--- src/rtl/mc_main_ctrl_pkg.sv ---
// Shared definitions for the multicycle control FSM: opcodes, state encodings, mux selector codes.
// Also holds the flat control word that the output decoder hands to the top.
package mc_main_ctrl_pkg;

  localparam logic [5:0] OP_RTYPE = 6'b000000;
  localparam logic [5:0] OP_LW    = 6'b100011;
  localparam logic [5:0] OP_SW    = 6'b101011;
  localparam logic [5:0] OP_BEQ   = 6'b000100;
  localparam logic [5:0] OP_J     = 6'b000010;

  typedef enum logic [3:0] {
    S_IDLE   = 4'd0,
    S_FETCH  = 4'd1,
    S_DECODE = 4'd2,
    S_MEMADR = 4'd3,
    S_MEMRD  = 4'd4,
    S_MEMWB  = 4'd5,
    S_MEMWR  = 4'd6,
    S_EXEC   = 4'd7,
    S_ALUWB  = 4'd8,
    S_BRANCH = 4'd9,
    S_JUMP   = 4'd10
  } state_e;

  localparam logic [1:0] ASB_RT     = 2'd0;
  localparam logic [1:0] ASB_FOUR   = 2'd1;
  localparam logic [1:0] ASB_IMM    = 2'd2;
  localparam logic [1:0] ASB_IMM_SH = 2'd3;

  localparam logic [1:0] PCS_ALU    = 2'd0;
  localparam logic [1:0] PCS_ALUOUT = 2'd1;
  localparam logic [1:0] PCS_JUMP   = 2'd2;

  typedef struct packed {
    logic       pc_we;
    logic       pc_cond;
    logic [1:0] pc_src;
    logic       ir_we;
    logic       mem_re;
    logic       mem_we;
    logic       iord;
    logic       reg_we;
    logic       reg_dst;
    logic       mem_to_reg;
    logic       alu_src_a;
    logic [1:0] alu_src_b;
    logic       illegal;
  } ctrl_t;

  function automatic logic op_supported(input logic [5:0] op);
    return (op == OP_RTYPE) || (op == OP_LW) || (op == OP_SW) ||
           (op == OP_BEQ)   || (op == OP_J);
  endfunction

endpackage

--- src/rtl/mc_main_ctrl_if.sv ---
// Control bundle between the instruction register / memory handshake and the datapath.
// master drives opcode and mem_ready; slave (the controller) drives every control output.
interface mc_main_ctrl_if;
  logic [5:0] opcode;
  logic       mem_ready;
  logic       lw;
  logic       sw;
  logic       beq;
  logic       rtype;
  logic       pc_we;
  logic       pc_cond;
  logic [1:0] pc_src;
  logic       ir_we;
  logic       mem_re;
  logic       mem_we;
  logic       iord;
  logic       reg_we;
  logic       reg_dst;
  logic       mem_to_reg;
  logic       alu_src_a;
  logic [1:0] alu_src_b;
  logic       illegal;
  logic [3:0] state_o;

  modport master (
    output opcode, mem_ready,
    input  lw, sw, beq, rtype, pc_we, pc_cond, pc_src, ir_we, mem_re, mem_we, iord,
           reg_we, reg_dst, mem_to_reg, alu_src_a, alu_src_b, illegal, state_o
  );

  modport slave (
    input  opcode, mem_ready,
    output lw, sw, beq, rtype, pc_we, pc_cond, pc_src, ir_we, mem_re, mem_we, iord,
           reg_we, reg_dst, mem_to_reg, alu_src_a, alu_src_b, illegal, state_o
  );
endinterface

--- src/rtl/mc_main_ctrl_out_decode.sv ---
// Combinational state -> control word decode; zero latency, no backpressure of its own.
// Only FETCH write enables look at mem_ready, and only DECODE looks at the opcode.
import mc_main_ctrl_pkg::*;

module mc_main_ctrl_out_decode (
  input  state_e      i_state,
  input  logic        i_mem_ready,
  input  logic [5:0]  i_opcode,
  output ctrl_t       o_ctrl
);

  always_comb begin
    o_ctrl = '0;
    case (i_state)
      S_FETCH: begin
        o_ctrl.mem_re    = 1'b1;
        o_ctrl.alu_src_b = ASB_FOUR;
        o_ctrl.pc_src    = PCS_ALU;
        // Gate on mem_ready so a stalled fetch never double-increments the PC.
        o_ctrl.ir_we     = i_mem_ready;
        o_ctrl.pc_we     = i_mem_ready;
      end
      S_DECODE: begin
        o_ctrl.alu_src_b = ASB_IMM_SH;
        o_ctrl.illegal   = !op_supported(i_opcode);
      end
      S_MEMADR: begin
        o_ctrl.alu_src_a = 1'b1;
        o_ctrl.alu_src_b = ASB_IMM;
      end
      S_MEMRD: begin
        o_ctrl.mem_re = 1'b1;
        o_ctrl.iord   = 1'b1;
      end
      S_MEMWB: begin
        o_ctrl.reg_we     = 1'b1;
        o_ctrl.mem_to_reg = 1'b1;
      end
      S_MEMWR: begin
        o_ctrl.mem_we = 1'b1;
        o_ctrl.iord   = 1'b1;
      end
      S_EXEC: begin
        o_ctrl.alu_src_a = 1'b1;
        o_ctrl.alu_src_b = ASB_RT;
      end
      S_ALUWB: begin
        o_ctrl.reg_we  = 1'b1;
        o_ctrl.reg_dst = 1'b1;
      end
      S_BRANCH: begin
        o_ctrl.alu_src_a = 1'b1;
        o_ctrl.alu_src_b = ASB_RT;
        o_ctrl.pc_cond   = 1'b1;
        o_ctrl.pc_src    = PCS_ALUOUT;
      end
      S_JUMP: begin
        o_ctrl.pc_we  = 1'b1;
        o_ctrl.pc_src = PCS_JUMP;
      end
      default: ;
    endcase
  end

endmodule

--- src/rtl/mc_main_ctrl.sv ---
// Multicycle MIPS-subset main control FSM; Moore outputs from the state register, class flags latched at DECODE.
// Stalls in FETCH/MEMRD/MEMWR until mem_ready; CPI R=4 lw=5 sw=4 beq=3 j=3 plus one per wait cycle.
import mc_main_ctrl_pkg::*;

module mc_main_ctrl (
  input  logic             clk,
  input  logic             rst,
  mc_main_ctrl_if.slave    bus
);

  state_e r_state;
  logic   r_lw;
  logic   r_sw;
  logic   r_beq;
  logic   r_rtype;
  ctrl_t  w_ctrl;

  always_ff @(posedge clk or posedge rst) begin
    if (rst) begin
      r_state <= S_IDLE;
      r_lw    <= 1'b0;
      r_sw    <= 1'b0;
      r_beq   <= 1'b0;
      r_rtype <= 1'b0;
    end else begin
      case (r_state)
        S_IDLE:   r_state <= S_FETCH;
        S_FETCH:  if (bus.mem_ready) r_state <= S_DECODE;
        S_DECODE: begin
          r_lw    <= (bus.opcode == OP_LW);
          r_sw    <= (bus.opcode == OP_SW);
          r_beq   <= (bus.opcode == OP_BEQ);
          r_rtype <= (bus.opcode == OP_RTYPE);
          case (bus.opcode)
            OP_LW, OP_SW: r_state <= S_MEMADR;
            OP_RTYPE:     r_state <= S_EXEC;
            OP_BEQ:       r_state <= S_BRANCH;
            OP_J:         r_state <= S_JUMP;
            default:      r_state <= S_FETCH;
          endcase
        end
        S_MEMADR: r_state <= r_lw ? S_MEMRD : S_MEMWR;
        S_MEMRD:  if (bus.mem_ready) r_state <= S_MEMWB;
        S_MEMWB:  r_state <= S_FETCH;
        S_MEMWR:  if (bus.mem_ready) r_state <= S_FETCH;
        S_EXEC:   r_state <= S_ALUWB;
        S_ALUWB:  r_state <= S_FETCH;
        S_BRANCH: r_state <= S_FETCH;
        S_JUMP:   r_state <= S_FETCH;
        default: begin
          // Stray encodings recover through IDLE with a clean flag set.
          r_state <= S_IDLE;
          r_lw    <= 1'b0;
          r_sw    <= 1'b0;
          r_beq   <= 1'b0;
          r_rtype <= 1'b0;
        end
      endcase
    end
  end

  mc_main_ctrl_out_decode u_out_decode (
    .i_state     (r_state),
    .i_mem_ready (bus.mem_ready),
    .i_opcode    (bus.opcode),
    .o_ctrl      (w_ctrl)
  );

  assign bus.lw         = r_lw;
  assign bus.sw         = r_sw;
  assign bus.beq        = r_beq;
  assign bus.rtype      = r_rtype;
  assign bus.pc_we      = w_ctrl.pc_we;
  assign bus.pc_cond    = w_ctrl.pc_cond;
  assign bus.pc_src     = w_ctrl.pc_src;
  assign bus.ir_we      = w_ctrl.ir_we;
  assign bus.mem_re     = w_ctrl.mem_re;
  assign bus.mem_we     = w_ctrl.mem_we;
  assign bus.iord       = w_ctrl.iord;
  assign bus.reg_we     = w_ctrl.reg_we;
  assign bus.reg_dst    = w_ctrl.reg_dst;
  assign bus.mem_to_reg = w_ctrl.mem_to_reg;
  assign bus.alu_src_a  = w_ctrl.alu_src_a;
  assign bus.alu_src_b  = w_ctrl.alu_src_b;
  assign bus.illegal    = w_ctrl.illegal;
  assign bus.state_o    = r_state;

endmodule

--- src/flat_wrapper.sv ---
// flat-port wrapper written by rule: the top's interface ports become plain ports
module mc_main_ctrl_flat 
  (clk, rst, bus_opcode, bus_mem_ready, bus_lw, bus_sw, bus_beq, bus_rtype, bus_pc_we, bus_pc_cond, bus_pc_src, bus_ir_we, bus_mem_re, bus_mem_we, bus_iord, bus_reg_we, bus_reg_dst, bus_mem_to_reg, bus_alu_src_a, bus_alu_src_b, bus_illegal, bus_state_o);
  mc_main_ctrl_if bus_i ();
  input  logic clk;
  input  logic rst;
  input wire logic [$bits(bus_i.opcode)-1:0] bus_opcode;
  input wire logic [$bits(bus_i.mem_ready)-1:0] bus_mem_ready;
  output wire logic [$bits(bus_i.lw)-1:0] bus_lw;
  output wire logic [$bits(bus_i.sw)-1:0] bus_sw;
  output wire logic [$bits(bus_i.beq)-1:0] bus_beq;
  output wire logic [$bits(bus_i.rtype)-1:0] bus_rtype;
  output wire logic [$bits(bus_i.pc_we)-1:0] bus_pc_we;
  output wire logic [$bits(bus_i.pc_cond)-1:0] bus_pc_cond;
  output wire logic [$bits(bus_i.pc_src)-1:0] bus_pc_src;
  output wire logic [$bits(bus_i.ir_we)-1:0] bus_ir_we;
  output wire logic [$bits(bus_i.mem_re)-1:0] bus_mem_re;
  output wire logic [$bits(bus_i.mem_we)-1:0] bus_mem_we;
  output wire logic [$bits(bus_i.iord)-1:0] bus_iord;
  output wire logic [$bits(bus_i.reg_we)-1:0] bus_reg_we;
  output wire logic [$bits(bus_i.reg_dst)-1:0] bus_reg_dst;
  output wire logic [$bits(bus_i.mem_to_reg)-1:0] bus_mem_to_reg;
  output wire logic [$bits(bus_i.alu_src_a)-1:0] bus_alu_src_a;
  output wire logic [$bits(bus_i.alu_src_b)-1:0] bus_alu_src_b;
  output wire logic [$bits(bus_i.illegal)-1:0] bus_illegal;
  output wire logic [$bits(bus_i.state_o)-1:0] bus_state_o;
  assign bus_i.opcode = bus_opcode;
  assign bus_i.mem_ready = bus_mem_ready;
  assign bus_lw = bus_i.lw;
  assign bus_sw = bus_i.sw;
  assign bus_beq = bus_i.beq;
  assign bus_rtype = bus_i.rtype;
  assign bus_pc_we = bus_i.pc_we;
  assign bus_pc_cond = bus_i.pc_cond;
  assign bus_pc_src = bus_i.pc_src;
  assign bus_ir_we = bus_i.ir_we;
  assign bus_mem_re = bus_i.mem_re;
  assign bus_mem_we = bus_i.mem_we;
  assign bus_iord = bus_i.iord;
  assign bus_reg_we = bus_i.reg_we;
  assign bus_reg_dst = bus_i.reg_dst;
  assign bus_mem_to_reg = bus_i.mem_to_reg;
  assign bus_alu_src_a = bus_i.alu_src_a;
  assign bus_alu_src_b = bus_i.alu_src_b;
  assign bus_illegal = bus_i.illegal;
  assign bus_state_o = bus_i.state_o;
  mc_main_ctrl u_core (.clk(clk), .rst(rst), .bus(bus_i));
endmodule
--- config.mk ---
export PLATFORM = sky130hd
export DESIGN_NAME = mc_main_ctrl_flat
export DESIGN_NICKNAME = d
export VERILOG_FILES = /design/src/rtl/mc_main_ctrl_pkg.sv /design/src/rtl/mc_main_ctrl_if.sv /design/src/rtl/mc_main_ctrl_out_decode.sv /design/src/rtl/mc_main_ctrl.sv /design/src/flat_wrapper.sv
export SDC_FILE = /design/constraint.sdc
export NUM_CORES = 1
export LEC_CHECK = 0
export BUFFER_PORTS_ARGS = -buffer_cell sky130_fd_sc_hd__buf_4
export CORE_MARGIN = 2
export CORE_UTILIZATION = 45
export DETAILED_ROUTE_END_ITERATION = 7
export GPL_ROUTABILITY_DRIVEN = 0
export GPL_TIMING_DRIVEN = 0
export PLACE_DENSITY = 0.77
export SETUP_SLACK_MARGIN = 0.5
export SLEW_MARGIN = 20
export SYNTH_ARGS = -nofsm -noshare
export SYNTH_HDL_FRONTEND = slang
export SYNTH_HIERARCHICAL = 1
export SYNTH_SLANG_ARGS = --single-unit
--- constraint.sdc ---
create_clock -name clk -period 1.8 [get_ports clk]
set_input_delay 0.18 -clock clk [delete_from_list [all_inputs] [get_ports clk]]
set_output_delay 0.18 -clock clk [all_outputs]
set_load 0.005 [all_outputs]
==> flow_summary_export.csv, run 1 <==
group,metric,value,unit
status,status,"finished clean",
routing,dr.first_iter.drc_count,63,
setup_path,critPathCaptureType,"output port",
setup_path,crit_path_start_kind,"flop",
yosys,ys_ff_latch,8,
setup_path,cp.arrival,1.58,ns
grt,antenna_found_initial,0,
sta,worst_slack,0.0449,ns
clock_network,cts_tree,"done",
yosys,netlist_area,694,µm²
die,core_area,0.00147,mm²
setup_path,cpMaxStageDelayCell,"dfrtp_1",
setup_path,ff2ff_setup_slack,0.06,ns
grt,grt_overflow,0,
power_and_ir_drop,ir_drop,0.00101,V
grt,grt_pass1_wl,4300,µm
sta,worst_pin_slew,0.653,ns
sta,finalSetupViolCount,0,
routing,ant_nets,0,
yosys,yosysSeqAreaShare,28.8,%
yosys,synthFlopType,"dfrtp_1",
setup_path,critPathKind,"reg2out",
yosys,synth-edff-count,0,
routing,firstDrtPassIters,4,
sta,timing.fmax,570,MHz
yosys,synth-async-reset-ratio,100,%
clock_network,cts.sinks,8,
grt,grt_max_degree,11,
clock_network,cts_buffers,3,
grt,grt_use_total,32.5,%
die,placementRows,14,
yosys,synth.distinct_cells,37,
power_and_ir_drop,finalPower,2.00,mW
yosys,synth.net_count,84,
yosys,netlist_instances,75,
worst_hold_path,min_path_cells,2,
routing,drc_errors,0,
setup_path,critPathMaxFanout,5,
layout,antenna_cells,0,
sta,final_hold_viol_count,0,
clock_network,cts_max_path_buffers,2,
die,dieArea,0.00187,mm²
die,pin_count,32,
routing,drt-wirelength-per-cell,27.0,µm
setup_path,worstReg2RegStart,"u_core/bus.state_o[3]",
layout,nFillCells,43,
clock_network,htree_num_levels,1,
clock_network,cts-root-buf,"clkbuf_4",
yosys,yosysWarnings,6,
sta,setup_tns,0,ns
placed_design,pre_cts_ws,0.308,ns
sta,rsz0062_at_grt,"true",
placed_design,dpl.hpwl,1360,µm
sta,period_needed,1.76,ns
layout,syn_to_final_growth,99.1,%
worst_hold_path,whs_endpoint,"u_core/bus.state_o[0]",
power_and_ir_drop,p_leak,0.620,nW
sta,period_share,97.5,%
layout,drive_gt1_share,69.7,%
job,max_cap_viol_count,0,
power_and_ir_drop,powerDensity,1450,mW/mm²
routing,routed_wl,4000,µm
yosys,postSynthAreaPerCell,9.26,µm²
sta,fin_skew,0.0250,ns
die,dieWidth,43.3,µm
grt,grt_pass1_vias,855,
die,initial_core_util,47.2,%
routing,drt-vias-per-instance,6.86,
setup_path,path_buf_inv,2,
routing,num_vias,1016,
clock_network,insertion_delay,0.29,ns
clock_network,clk_pin_slew,0.08,ns
setup_path,critPathMaxStageDelay,0.44,ns
worst_hold_path,min_from,"bus_opcode[1]",
setup_path,reg2reg_depth,7,
worst_hold_path,hold_class,"in2reg",
setup_path,worst_r2r_endpoint,"u_core/bus.rtype",
layout,nets,142,
setup_path,cp.required,1.62,ns
sta,drv_slew,0,
sta,relSlewSlack,56.1,%
placed_design,io_buffers,31,
die,fp.dieH,43.3,µm
setup_path,critical_path.top_delay_family,"flip-flops",
setup_path,crit_chain,"buf_6, or3b_1, a21oi_2, buf_4",
per-layer routing:
| layer | global-route usage, % | share of wire, % | vias up |
|---|---|---|---|
| met5 | 0 | 0 | - |
| li1 | - | - | 400 |
| met1 | 41.0 | 37 | 474 |
| met4 | 12.1 | 5.0 | 0 |
| met2 | 51.6 | 48 | 115 |
| met3 | 10.2 | 11 | 27 |
synth_stat cells (all sizes together), types with 3 or more instances:
cell    count  area share [%]
nor4b       3             5.9
buf         6             5.0
nor3        5             3.6
nor4        4             3.6
nor2        7             3.8
a32o        3             4.3
o21a        3             3.2
nand2b      5             6.3
dfrtp       8              29
nor3b       3             3.2
timing repair:
action,in CTS,in global routing
pin swaps,9,10
resized for setup,30,17
hold buffers,1,0
endpoints found under the hold margin,8,0
cloned,0,2
setup buffers,13,6
setup endpoints to repair,20,24
layout make-up:
type                            count  area [µm²]  share of cell area (%)
Inverter                            2        7.51                   0.543
Buffer                              6        76.3                    5.52
Clock buffer                        4        26.3                    1.90
Timing Repair Buffer               53         414                    30.0
Multi-Input combinational cell     59         636                    46.0
Tap cell                           16        20.0                    1.45
Sequential cell                     8         203                    14.7
cells in the final DEF, fill, tap and decap left out, types with 3 or more instances in the layout:
cell type | synthesis | layout
clkbuf_4 | 0 | 3
nand2b_4 | 1 | 4
nor4_1 | 4 | 3
dfrtp_1 | 8 | 6
nor3_1 | 5 | 3
nor2_4 | 0 | 5
buf_4 | 2 | 46
buf_6 | 0 | 8
a32o_1 | 3 | 3
o21a_1 | 3 | 3
nor4b_4 | 1 | 3
cell families (layout without fill, tap and decap cells):
logic type	after synthesis	in the layout	share of synthesized area (%)
muxes	2	2	3.06
AOI/OAI and AO/OA	16	16	19.5
buffers and inverters	8	65	6.13
and+or+nand+nor	39	39	40.0
xor gates and xnor gates	2	2	2.52
DFF	8	8	28.8
worst max-delay path by stage:
| stage | cells after the start | to | from |
|---|---|---|---|
| 2_1_floorplan | 3 | bus_pc_we | u_core/bus.state_o[1] |
| 3_3_place_gp | 4 | bus_pc_we | u_core/bus.state_o[1] |
| 3_5_place_dp | 4 | bus_pc_we | u_core/bus.state_o[1] |
| 4_1_cts | 4 | bus_pc_we | u_core/bus.state_o[1] |
| 5_1_grt | 4 | bus_pc_we | u_core/bus.state_o[3] |
| 6_report | 4 | bus_pc_we | u_core/bus.state_o[3] |
stage by stage:
stage	utilization [%]	instances	hold slack [ns]	instance area, µm²
6_report	94.0	148	0.136	1380
5_1_grt	94.0	148	0.151	1380
4_1_cts	84.4	140	0.144	1240
3_5_place_dp	65.7	122	0.157	967
3_3_place_gp	65.7	122	0.155	967
2_1_floorplan	-	75	-0.00448	714
registers in the layout, indices dropped and copies added, names as in the netlist:
name	flops
u_core/bus.beq	1
u_core/bus.sw	1
u_core/bus.state_o	4
u_core/bus.rtype	1
u_core/bus.lw	1
power by group:
part	internal (mW)	total, mW	switching, mW
logic	0.806	1.55	0.748
registers	0.225	0.278	0.0533
clock network	0.0857	0.172	0.0867
total	1.12	2.00	0.888
No activity file was read; power rests on OpenSTA's default activity.
==> run 2: changes to the inputs <==
--- a/config.mk
+++ b/config.mk
@@ -12,6 +12,7 @@
 export GPL_ROUTABILITY_DRIVEN = 0
 export GPL_TIMING_DRIVEN = 0
 export PLACE_DENSITY = 0.77
+export RECOVER_POWER = 100
 export SETUP_SLACK_MARGIN = 0.5
 export SLEW_MARGIN = 20
 export SYNTH_ARGS = -nofsm -noshare
==> run 2 against run 1 <==
Net effect:
- global-route usage unchanged
- largest cell class unchanged
- first-iteration DRC count increased by 1.6%
- die area unchanged
- non-clock buffer count stayed put
- sequential share of layout area grew 0.083 points
- cell count is the same
- combinational power is essentially flat
- highest routed layer unchanged
- maximum frequency grew 0.22%
==> flow_summary_export.csv, run 2 (same netlist as run 1, synthesis figures left out) <==
group,metric,value,unit
sta,relSlewSlack,56.5,%
grt,grt_overflow,0,
placed_design,dpl.hpwl,1360,µm
die,fp.dieH,43.3,µm
placed_design,io_buffers,31,
setup_path,critPathKind,"reg2reg",
setup_path,cpMaxStageDelayCell,"dfrtp_1",
sta,timing.fmax,571,MHz
sta,fin_skew,0.0250,ns
sta,finalSetupViolCount,0,
routing,drt-wirelength-per-cell,26.5,µm
setup_path,cp.arrival,1.90,ns
routing,num_vias,1012,
layout,final_common_cell,"buf_4",
clock_network,cts-root-buf,"clkbuf_4",
layout,antenna_cells,0,
setup_path,crit_path_start_kind,"flop",
grt,grt_use_total,32.5,%
grt,grt_max_degree,11,
grt,grt_pass1_vias,855,
sta,worst_pin_slew,0.646,ns
sta,final_hold_viol_count,0,
routing,ant_nets,0,
sta,rsz0062_at_grt,"true",
setup_path,critical_path.top_delay_family,"buffers and inverters",
setup_path,critPathMaxFanout,10,
routing,firstDrtPassIters,4,
clock_network,cts_tree,"done",
power_and_ir_drop,p_leak,0.609,nW
sta,drv_slew,0,
die,dieWidth,43.3,µm
die,pin_count,32,
grt,antenna_found_initial,0,
placed_design,dpl_cell_area,967,µm²
routing,drt-vias-per-instance,6.84,
clock_network,cts_buffers,3,
sta,period_share,97.3,%
clock_network,insertion_delay,0.29,ns
layout,fin_area,0.00137,mm²
setup_path,critPathCaptureType,"flop",
setup_path,path_buf_inv,4,
setup_path,cp.required,1.95,ns
layout,final_cell_mix,"buf_4 (37), clkbuf_4 (10), buf_6 (8)",
routing,routed_wl,3920,µm
worst_hold_path,hold_class,"in2reg",
layout,utilization,92.9,%
routing,drc_errors,0,
clock_network,cts_max_path_buffers,2,
die,placementRows,14,
grt,grt_pass1_wl,4300,µm
routing,dr.first_iter.drc_count,64,
clock_network,cts.sinks,8,
job,max_cap_viol_count,0,
setup_path,critPathMaxStageDelay,0.44,ns
setup_path,crit_chain,"clkbuf_4, clkbuf_1, buf_12, nor4b_4, a211oi_2, buf_4, a32o_1",
clock_network,clk_pin_slew,0.08,ns
sta,period_needed,1.75,ns
die,dieArea,0.00187,mm²
die,core_area,0.00147,mm²
layout,drive_gt1_share,66.7,%
power_and_ir_drop,powerDensity,1440,mW/mm²
layout,syn_to_final_growth,96.8,%
sta,setup_tns,0,ns
die,initial_core_util,47.2,%
clock_network,htree_num_levels,1,
layout,nets,142,
status,status,"finished clean",
power_and_ir_drop,ir_drop,0.00100,V
layout,largest_reg_flops,4,
[run 2: cell count changes in the layout (fill, tap and decap cells not counted), sizes merged]
cell / previous run / this run
buf: 58 / 49
clkbuf: 4 / 13
[run 2: repair_timing]
| action | CTS | global route |
|---|---|---|
| endpoints found under the setup margin | 20 | 24 |
| pin swaps | 9 | 10 |
| buffers inserted | 13 | 6 |
| gates resized for setup | 30 | 17 |
| hold buffers | 1 | 0 |
| endpoints found under the hold margin | 8 | 0 |
| cloned | 0 | 2 |
[run 2: report_power, final]
part	internal (mW)	switching, mW	leakage [nW]
logic	0.790	0.734	0.489
registers	0.223	0.0518	0.105
clock network	0.0858	0.0875	0.0150
total	1.10	0.873	0.609
[run 2: final timing paths]
path                                  startpoint                     to  slack (ns)  cells after the start
max                        u_core/bus.state_o[3]          u_core/bus.sw        0.05                      7
min                                bus_opcode[1]  u_core/bus.state_o[0]        0.14                      2
max reg2reg                u_core/bus.state_o[3]          u_core/bus.sw        0.05                      7
min in group asynchronous                    rst  u_core/bus.state_o[3]        0.40                      3
max in group asynchronous                    rst  u_core/bus.state_o[2]        1.13                      3
min reg2reg                       u_core/bus.beq         u_core/bus.beq        0.53                      1
[run 2: area by class of cell]
class / count / area, µm²
clock buffer: 4 / 26.3
multi-input combinational: 59 / 628
tap: 16 / 20.0
fill: 50 / 105
buffer: 6 / 76.3
sequential: 8 / 201
timing repair buffer: 53 / 407
inverter: 2 / 7.51
[run 2: worst register-to-register path, stage by stage (launching register included)]
cell and delay (ns):
dfrtp_1 0.44, clkbuf_4 0.16, clkbuf_1 0.15, buf_12 0.18
nor4b_4 0.24, a211oi_2 0.07, buf_4 0.16, a32o_1 0.21
[run 2: per-layer routing]
metal  global-route usage [%]  share of wire [%]  vias to the layer above
met5                        0                  0                        -
met4                     12.1                5.2                        0
met3                     10.2                 11                       26
met2                     51.6                 49                      108
met1                     41.0                 35                      477
li1                         -                  -                      401
[run 2: per-stage QoR]
stage / hold WS [ns] / power (mW) / std cells / setup WS (ns)
finish: 0.141 / 1.97 / 148 / 0.0488
global route: 0.154 / 2.01 / 148 / 0.0390
CTS: 0.144 / 1.66 / 140 / 0.179
detailed placement: 0.157 / 1.10 / 122 / 0.308
global placement: 0.155 / 1.08 / 122 / 0.327
floorplan: -0.00448 / 0.773 / 75 / 0.477
